$ cat config.mk
export PLATFORM = sky130hd
export DESIGN_NAME = q_change_fifo
export DESIGN_NICKNAME = d
export VERILOG_FILES = /design/src/rtl/q_change_fifo.sv
export SDC_FILE = /design/constraint.sdc
export NUM_CORES = 1
export LEC_CHECK = 0
export BUFFER_PORTS_ARGS = -buffer_cell sky130_fd_sc_hd__buf_4
export CAP_MARGIN = 0
export CELL_PAD_IN_SITES_DETAIL_PLACEMENT = 0
export CELL_PAD_IN_SITES_GLOBAL_PLACEMENT = 1
export CORE_MARGIN = 2
export CORE_UTILIZATION = 44
export CTS_CLUSTER_DIAMETER = 150
export DETAILED_ROUTE_END_ITERATION = 10
export GPL_TIMING_DRIVEN = 1
export PLACE_DENSITY_LB_ADDON = 0.08
export SLEW_MARGIN = 5
export SYNTH_ARGS = -nofsm -noshare
export SYNTH_HDL_FRONTEND = slang
export SYNTH_SLANG_ARGS = --single-unit
$ cat constraint.sdc
create_clock -name clk -period 3.1 [get_ports clk]
set_input_delay 0.465 -clock clk [delete_from_list [all_inputs] [get_ports clk]]
set_output_delay 0.465 -clock clk [all_outputs]
set_load 0.02 [all_outputs]
$ cat src/rtl/q_change_fifo.sv
// Watches the upstream 2-bit q register and queues every new value it takes.
// Queued values leave over a valid/ready port; a sticky flag records any value lost while the FIFO was full.
module q_change_fifo #(
   parameter int WIDTH = 2,
   parameter int DEPTH = 4
) (
   input  logic                       clk,
   input  logic                       reset,
   input  logic [WIDTH-1:0]           q_in,
   input  logic                       out_ready,
   output logic                       out_valid,
   output logic [WIDTH-1:0]           out_data,
   output logic [$clog2(DEPTH):0]     count,
   output logic                       overflow
);

   localparam int PTR_W = $clog2(DEPTH);
   localparam int CNT_W = PTR_W + 1;

   logic [WIDTH-1:0] mem_reg [DEPTH];
   logic [WIDTH-1:0] prev_reg;
   logic             prev_valid_reg;
   logic [PTR_W-1:0] wr_ptr_reg;
   logic [PTR_W-1:0] rd_ptr_reg;
   logic [CNT_W-1:0] count_reg;
   logic             overflow_reg;

   logic             change;
   logic             full;
   logic             pop;
   logic             push_ok;
   logic             drop;
   logic [DEPTH-1:0] wr_en;

   assign change  = prev_valid_reg && (q_in != prev_reg);
   assign full    = (count_reg == CNT_W'(DEPTH));
   assign pop     = out_valid && out_ready;
   // When full, a simultaneous pop frees the slot the new entry lands in.
   assign push_ok = change && (!full || pop);
   assign drop    = change && full && !pop;

   genvar gi;
   generate
      for (gi = 0; gi < DEPTH; gi++) begin : g_wr_en
         assign wr_en[gi] = push_ok && (wr_ptr_reg == PTR_W'(gi));
      end
   endgenerate

   always_ff @(posedge clk) begin
      if (reset) begin
         prev_reg       <= '0;
         prev_valid_reg <= 1'b0;
         wr_ptr_reg     <= '0;
         rd_ptr_reg     <= '0;
         count_reg      <= '0;
         overflow_reg   <= 1'b0;
         for (int i = 0; i < DEPTH; i++) begin
            mem_reg[i] <= '0;
         end
      end else begin
         prev_reg       <= q_in;
         prev_valid_reg <= 1'b1;
         for (int i = 0; i < DEPTH; i++) begin
            if (wr_en[i]) begin
               mem_reg[i] <= q_in;
            end
         end
         if (push_ok) begin
            wr_ptr_reg <= wr_ptr_reg + 1'b1;
         end
         if (pop) begin
            rd_ptr_reg <= rd_ptr_reg + 1'b1;
         end
         if (push_ok && !pop) begin
            count_reg <= count_reg + 1'b1;
         end else if (!push_ok && pop) begin
            count_reg <= count_reg - 1'b1;
         end
         if (drop) begin
            overflow_reg <= 1'b1;
         end
      end
   end

   assign out_valid = (count_reg != '0);
   assign out_data  = mem_reg[rd_ptr_reg];
   assign count     = count_reg;
   assign overflow  = overflow_reg;

endmodule
==> results.json, run 1 <==
{
  "hold_viol_final": 0,
  "cts_hold_buf": 0,
  "ys_warn_count": 0,
  "drv_cap": 0,
  "min_period_ns": 2.156,
  "io_pins": 12,
  "clkLatencyLatePin_ns": 0.30,
  "place_ws_ns": 0.7977,
  "die_area_sq_um": 2564,
  "final_util": 0.5456,
  "synth_cell_types": 27,
  "gr-usage-all-layers": 0.1375,
  "status": "finished clean",
  "netlist_instances": 79,
  "critPathKind": "reg2reg",
  "peakVddDrop_mv": 0.3155,
  "cts_max_path_buffers": 2,
  "fin_skew_ns": 0.01015,
  "totalNegativeSetupSlack_ns": 0,
  "ys_seq_elements": 21,
  "crit_arrival_ns": 2.40,
  "cpMaxStageDelayCell": "dfxtp_1",
  "path_cells": "o31ai_1, ha_1, inv_1, fa_1, xor2_1, or3_1, a21oi_1",
  "cts_tree": "built",
  "drt_iter0_drc": 10,
  "hold_ws_ns": 0.4431,
  "grt_antenna_before_repair": 0,
  "fin_crit_sh": 0.6956,
  "firstDrtPassIters": 6,
  "p_leak_nw": 0.4929,
  "cts.sinks": 21,
  "htree_levels": 1,
  "cts_made_buffers": 3,
  "fmax_ghz": 0.4637,
  "place_hpwl_um": 1114,
  "syn_to_final_growth_pct": 14.12,
  "drive_above_1_share": 0.2043,
  "port_buffers": 11,
  "slew_viol_final": 0,
  "num_rows": 16,
  "largest_register_ffs": 8,
  "drc": 0,
  "grt_pass1_vias": 579,
  "wl_per_cell_um": 12.08,
  "drt-total-wl_um": 1450,
  "post_cts_resized": 0,
  "layout.nets": 105,
  "grt_pass1_wl_um": 2566,
  "rsz0062_at_grt": "no",
  "die_w_um": 50.64,
  "timing.rr.start": "count[0]",
  "ys_seq_area_frac": 0.5229,
  "cp_top_family": "adder cells",
  "syn-num-nets": 90,
  "clockRootBuffer": "clkbuf_4",
  "postCtsSetupBuffers": 0,
  "crit_start": "count[0]",
  "die_h_um": 50.64,
  "gr-total-overflow": 0,
  "cp-end-kind": "flip-flop",
  "avgSynthCellArea_sq_um": 12.12,
  "vias_per_cell": 5.117,
  "crit_fanout": 8,
  "worst_slack_ns": 0.9436,
  "p_per_area_nw_per_um2": 706.4,
  "diodes": 0,
  "ant_nets": 0,
  "core_area_sq_um": 2002,
  "hold_path.class": "in2reg",
  "grt_max_degree": 16,
  "clkTransAtPathRegs_ns": 0.11,
  "cpPeakStageDelay_ns": 0.41,
  "maxSlewHeadroom": 0.7344,
  "critPathLaunchType": "flip-flop",
  "setup-violations-final": 0,
  "routabilityCongestion": 0.7441,
  "syn_area_sq_um": 957.2,
  "start_util": 0.4781,
  "critPathRequiredTime_ns": 3.34,
  "vias": 614,
  "hold_start": "reset",
  "worst_pin_slew_ns": 0.3935,
  "crit_buf_inv": 1
}
Yosys cell counts:
cell type | count | area share
a211oi_1 | 1 | 0.0078
a211oi_2 | 1 | 0.013
a21o_1 | 4 | 0.031
a21oi_1 | 1 | 0.0052
and3_1 | 8 | 0.052
buf_6 | 1 | 0.012
clkbuf_1 | 1 | 0.0039
dfxtp_1 | 13 | 0.27
edfxtp_1 | 8 | 0.25
fa_1 | 1 | 0.021
ha_1 | 5 | 0.065
inv_1 | 5 | 0.020
mux2_2 | 1 | 0.012
mux2i_1 | 2 | 0.021
mux4_2 | 2 | 0.047
nand2_1 | 2 | 0.0078
nor2_1 | 7 | 0.027
nor2b_1 | 2 | 0.013
nor4b_1 | 1 | 0.0092
o21a_1 | 1 | 0.0078
o21ai_0 | 1 | 0.0052
o311ai_0 | 1 | 0.0092
o31ai_1 | 1 | 0.0078
or3_1 | 2 | 0.013
or4b_1 | 1 | 0.010
xnor2_1 | 2 | 0.018
xor2_1 | 4 | 0.037
metrics by stage:
step                std cells  total power, mW  instance area, sq um
global placement          116           0.6508                  1066
global route              120           0.8298                  1092
CTS                       120           0.7840                  1092
floorplan                  79           0.5692                 957.2
detailed placement        116           0.6568                  1066
finish                    120           0.7716                  1092
cells by family (layout without fill, tap and decap cells):
group,Yosys count,after routing,synth area share
and+or+nand+nor,23,23,0.1333
DFF,21,21,0.5229
AOI/OAI and AO/OA,11,11,0.08758
buffers and inverters,7,21,0.03529
adders and majority gates,6,6,0.08628
xor gates and xnor gates,6,6,0.05490
muxes,5,5,0.07974
worst reg2reg max path, cell delays in order, from the launching register on:
cell     delay, ns
dfxtp_1       0.41
o31ai_1       0.42
ha_1          0.26
inv_1         0.06
fa_1          0.37
xor2_1        0.16
or3_1         0.30
a21oi_1       0.13
layout by cell type, fill, tap and decap left out:
cell type,count
fa_1,1
mux2i_1,2
a211oi_1,1
o21ai_0,1
o311ai_0,1
a21o_1,4
and3_1,8
a21oi_1,1
mux4_2,2
ha_1,5
mux2_2,1
xor2_1,4
buf_4,12
a211oi_2,1
xnor2_1,2
dfxtp_1,13
nand2_1,2
nor4b_1,1
inv_1,5
or3_1,2
o31ai_1,1
edfxtp_1,8
nor2_1,7
o21a_1,1
nor2b_1,2
clkbuf_4,3
clkbuf_1,1
or4b_1,1
path summary, 6_finish.rpt:
| check | cells past startpoint | end | slack (ns) |
|---|---|---|---|
| worst max register to register | 7 | count[2] | 0.94 |
| worst min-delay path | 2 | count[2] | 0.44 |
| worst min register to register | 1 | overflow | 0.49 |
| worst max-delay path | 7 | count[2] | 0.94 |
layer usage:
metal | up-vias | wire length, um | global-route usage
met5 | - | 0 | 0
met4 | 0 | 20 | 0.06757
met3 | 4 | 55 | 0.03571
met2 | 11 | 650 | 0.2018
met1 | 291 | 723 | 0.1877
li1 | 308 | - | -
power breakdown:
group          internal, mW  switching [mW]
combinational         0.132           0.134
sequential            0.334          0.0461
clock                0.0500          0.0759
final cells by class:
cell class                 count  area, sq um
tap                           27        33.78
sequential                    21        500.5
clock buffer                   4        26.28
timing repair buffer          12        90.09
fill                         193        909.6
inverter                       5        18.77
multi-input combinational     51        422.9
Power figures use the tool's default switching activity.
==> run 2, diff against run 1 <==
Settings changed: ABC_AREA set to 1, CORE_UTILIZATION 44 to 42.
Clock period 3.1 ns to 2.01 ns, I/O delays scaled along.
==> run 2 against run 1 <==
Synthesized area is 7.3% higher. Non-clock buffer count grew 1. Worst hold slack got worse by 0.27 ns. Wire length rose by 16%. Via count increased by 22%. Sequential share of layout area shrank 3.6 points. First-iteration DRC count increased by 60%. Count of clock-buffer cells in the layout is 1 lower. Critical endpoint is now count[1]. Largest cell class unchanged. Largest power group unchanged.
==> results.json, run 2 <==
{
  "die_area_sq_um": 2857,
  "total_power_mw": 1.413,
  "clkLatencyLatePin_ns": 0.31,
  "port_buffers": 11,
  "p_switching_mw": 0.5584,
  "min_period_ns": 1.852,
  "clkTransAtPathRegs_ns": 0.13,
  "grt_pass1_wl_um": 2760,
  "sw_frac_of_total": 0.3953,
  "grt_max_degree": 14,
  "fin_crit_sh": 0.9212,
  "crit_arrival_ns": 2.07,
  "hold_ws_ns": 0.1768,
  "vias": 748,
  "ys_warn_count": 0,
  "synthTopCellsByCount": "nand2_1, nor2_1, inv_1",
  "grt_pass1_vias": 673,
  "synth_top_area_share": 0.2533,
  "maxSlewHeadroom": 0.8197,
  "fmax_ghz": 0.5401,
  "wl_per_cell_um": 10.46,
  "cts.sinks": 21,
  "place_hpwl_um": 1345,
  "gr-usage-all-layers": 0.1407,
  "synth_cell_types": 24,
  "cts_made_buffers": 3,
  "die_w_um": 53.46,
  "avgSynthCellArea_sq_um": 8.855,
  "placed_area_sq_um": 1160,
  "cp-end-kind": "flip-flop",
  "start_util": 0.4556,
  "ys_seq_area_frac": 0.4872,
  "synth_top_area_cell": "dfxtp_1",
  "drc": 0,
  "worst_slack_ns": 0.1584,
  "htree_levels": 1,
  "fin_skew_ns": 0.01297,
  "rsz0062_at_grt": "no",
  "p_per_area_nw_per_um2": 1186,
  "synth_area_leaders": "dfxtp_1, edfxtp_1, nand2_1, nor2_1, inv_1",
  "hold_path.class": "in2reg",
  "final_cell_mix": "nand2_1, nor2_1, inv_1",
  "synth-async-reset-ratio": 0,
  "critPathRequiredTime_ns": 2.23,
  "r2r_slack_ns": 0.16,
  "fin_area_sq_um": 1191,
  "place_ws_ns": 0.08193,
  "ys.flop_type": "dfxtp_1",
  "syn_to_final_growth_pct": 15.96,
  "firstDrtPassIters": 4,
  "vias_per_cell": 4.646,
  "drv_cap": 0,
  "diodes": 0,
  "synth_edf_count": 8,
  "final_util": 0.5283,
  "drt-total-wl_um": 1684,
  "critPathKind": "reg2reg",
  "io_pins": 12,
  "slew_viol_final": 0,
  "ant_nets": 0,
  "cts_max_path_buffers": 2,
  "worst_pin_slew_ns": 0.2688,
  "largest_register_ffs": 8,
  "num_rows": 17,
  "peakVddDrop_mv": 0.9699,
  "seqPwrFrac": 0.430,
  "ys_seq_elements": 21,
  "dpl.cell_count": 157,
  "combPwrFrac": 0.422,
  "cts_tree": "built",
  "crit_fanout": 4,
  "p_leak_nw": 0.5736,
  "cts_hold_buf": 0,
  "stdcell_count": 161,
  "internal_power_mw": 0.8542,
  "hold_viol_final": 0,
  "syn_area_sq_um": 1027,
  "die_h_um": 53.46,
  "routabilityCongestion": 0.6919,
  "setup-violations-final": 0,
  "syn-num-nets": 127,
  "core_area_sq_um": 2255,
  "grt_antenna_before_repair": 0,
  "critPathLaunchType": "flip-flop",
  "netlist_instances": 116,
  "totalNegativeSetupSlack_ns": 0,
  "clockRootBuffer": "clkbuf_4",
  "layout.nets": 145,
  "drt_iter0_drc": 16,
  "status": "finished clean",
  "drive_above_1_share": 0.2331,
  "clkPwrFrac": 0.148,
  "gr-total-overflow": 0
}
-- run 2: cell types whose count changed after synthesis, sizes merged, moves of 5 or more --
cell	delta
a21oi	+5
and3	-8
inv	+16
nand2	+22
nor2	+13
o21ai	+6
-- run 2: logic make-up after synthesis --
group                    Yosys count  synth area share
XOR/XNOR                           2           0.01706
adder cells (fa/ha/maj)            6           0.08039
AO/OA/AOI/OAI                     15           0.07916
buffers and inverters             22           0.08526
AND/OR/NAND/NOR                   50            0.2509
flip-flops                        21            0.4872
-- run 2: path summary, 6_finish.rpt --
check                           startpoint  endpoint  cells past startpoint
worst min register to register    overflow  overflow                      2
worst max register to register    count[1]  count[1]                      9
worst max-delay path              count[1]  count[1]                      9
worst min-delay path                 reset  count[0]                      2
-- run 2: power groups by stage --
stage | combinational (mW) | sequential (mW) | clock (mW)
floorplan | 0.371 | 0.636 | 0
global placement | 0.591 | 0.611 | 0
detailed placement | 0.596 | 0.612 | 0
CTS | 0.597 | 0.604 | 0.222
global route | 0.661 | 0.616 | 0.234
finish | 0.596 | 0.608 | 0.209
-- run 2: routing by layer --
metal / vias up / GRT usage / part of all wire
met2: 12 / 0.2407 / 0.48
met4: 0 / 0.08974 / 0.021
met3: 4 / 0.02542 / 0.034
met5: - / 0 / 0
met1: 332 / 0.1585 / 0.46
li1: 400 / - / -
-- run 2: worst max-delay path: stages (launching register included) --
cell and delay [ns]:
dfxtp_2 0.37, nor2_4 0.14, nand3_2 0.13, nand3_4 0.14
inv_6 0.03, ha_1 0.20, inv_1 0.09, fa_1 0.42
o21ai_0 0.18, nor2_1 0.05
-- run 2: cell type report --
| class | instances | area (sq um) |
|---|---|---|
| clock buffers | 3 | 22.52 |
| well taps | 28 | 35.03 |
| multi-input cells | 73 | 439.2 |
| flip-flops and latches | 21 | 503.0 |
| repair buffers | 13 | 97.59 |
| clock inverters | 1 | 6.256 |
| fillers | 232 | 1064 |
| inverters | 22 | 87.58 |
-- run 2: repair_timing --
action | CTS | global route
buffers inserted | 0 | 0
resized for setup | 0 | 3
endpoints found under the setup margin | 0 | 1
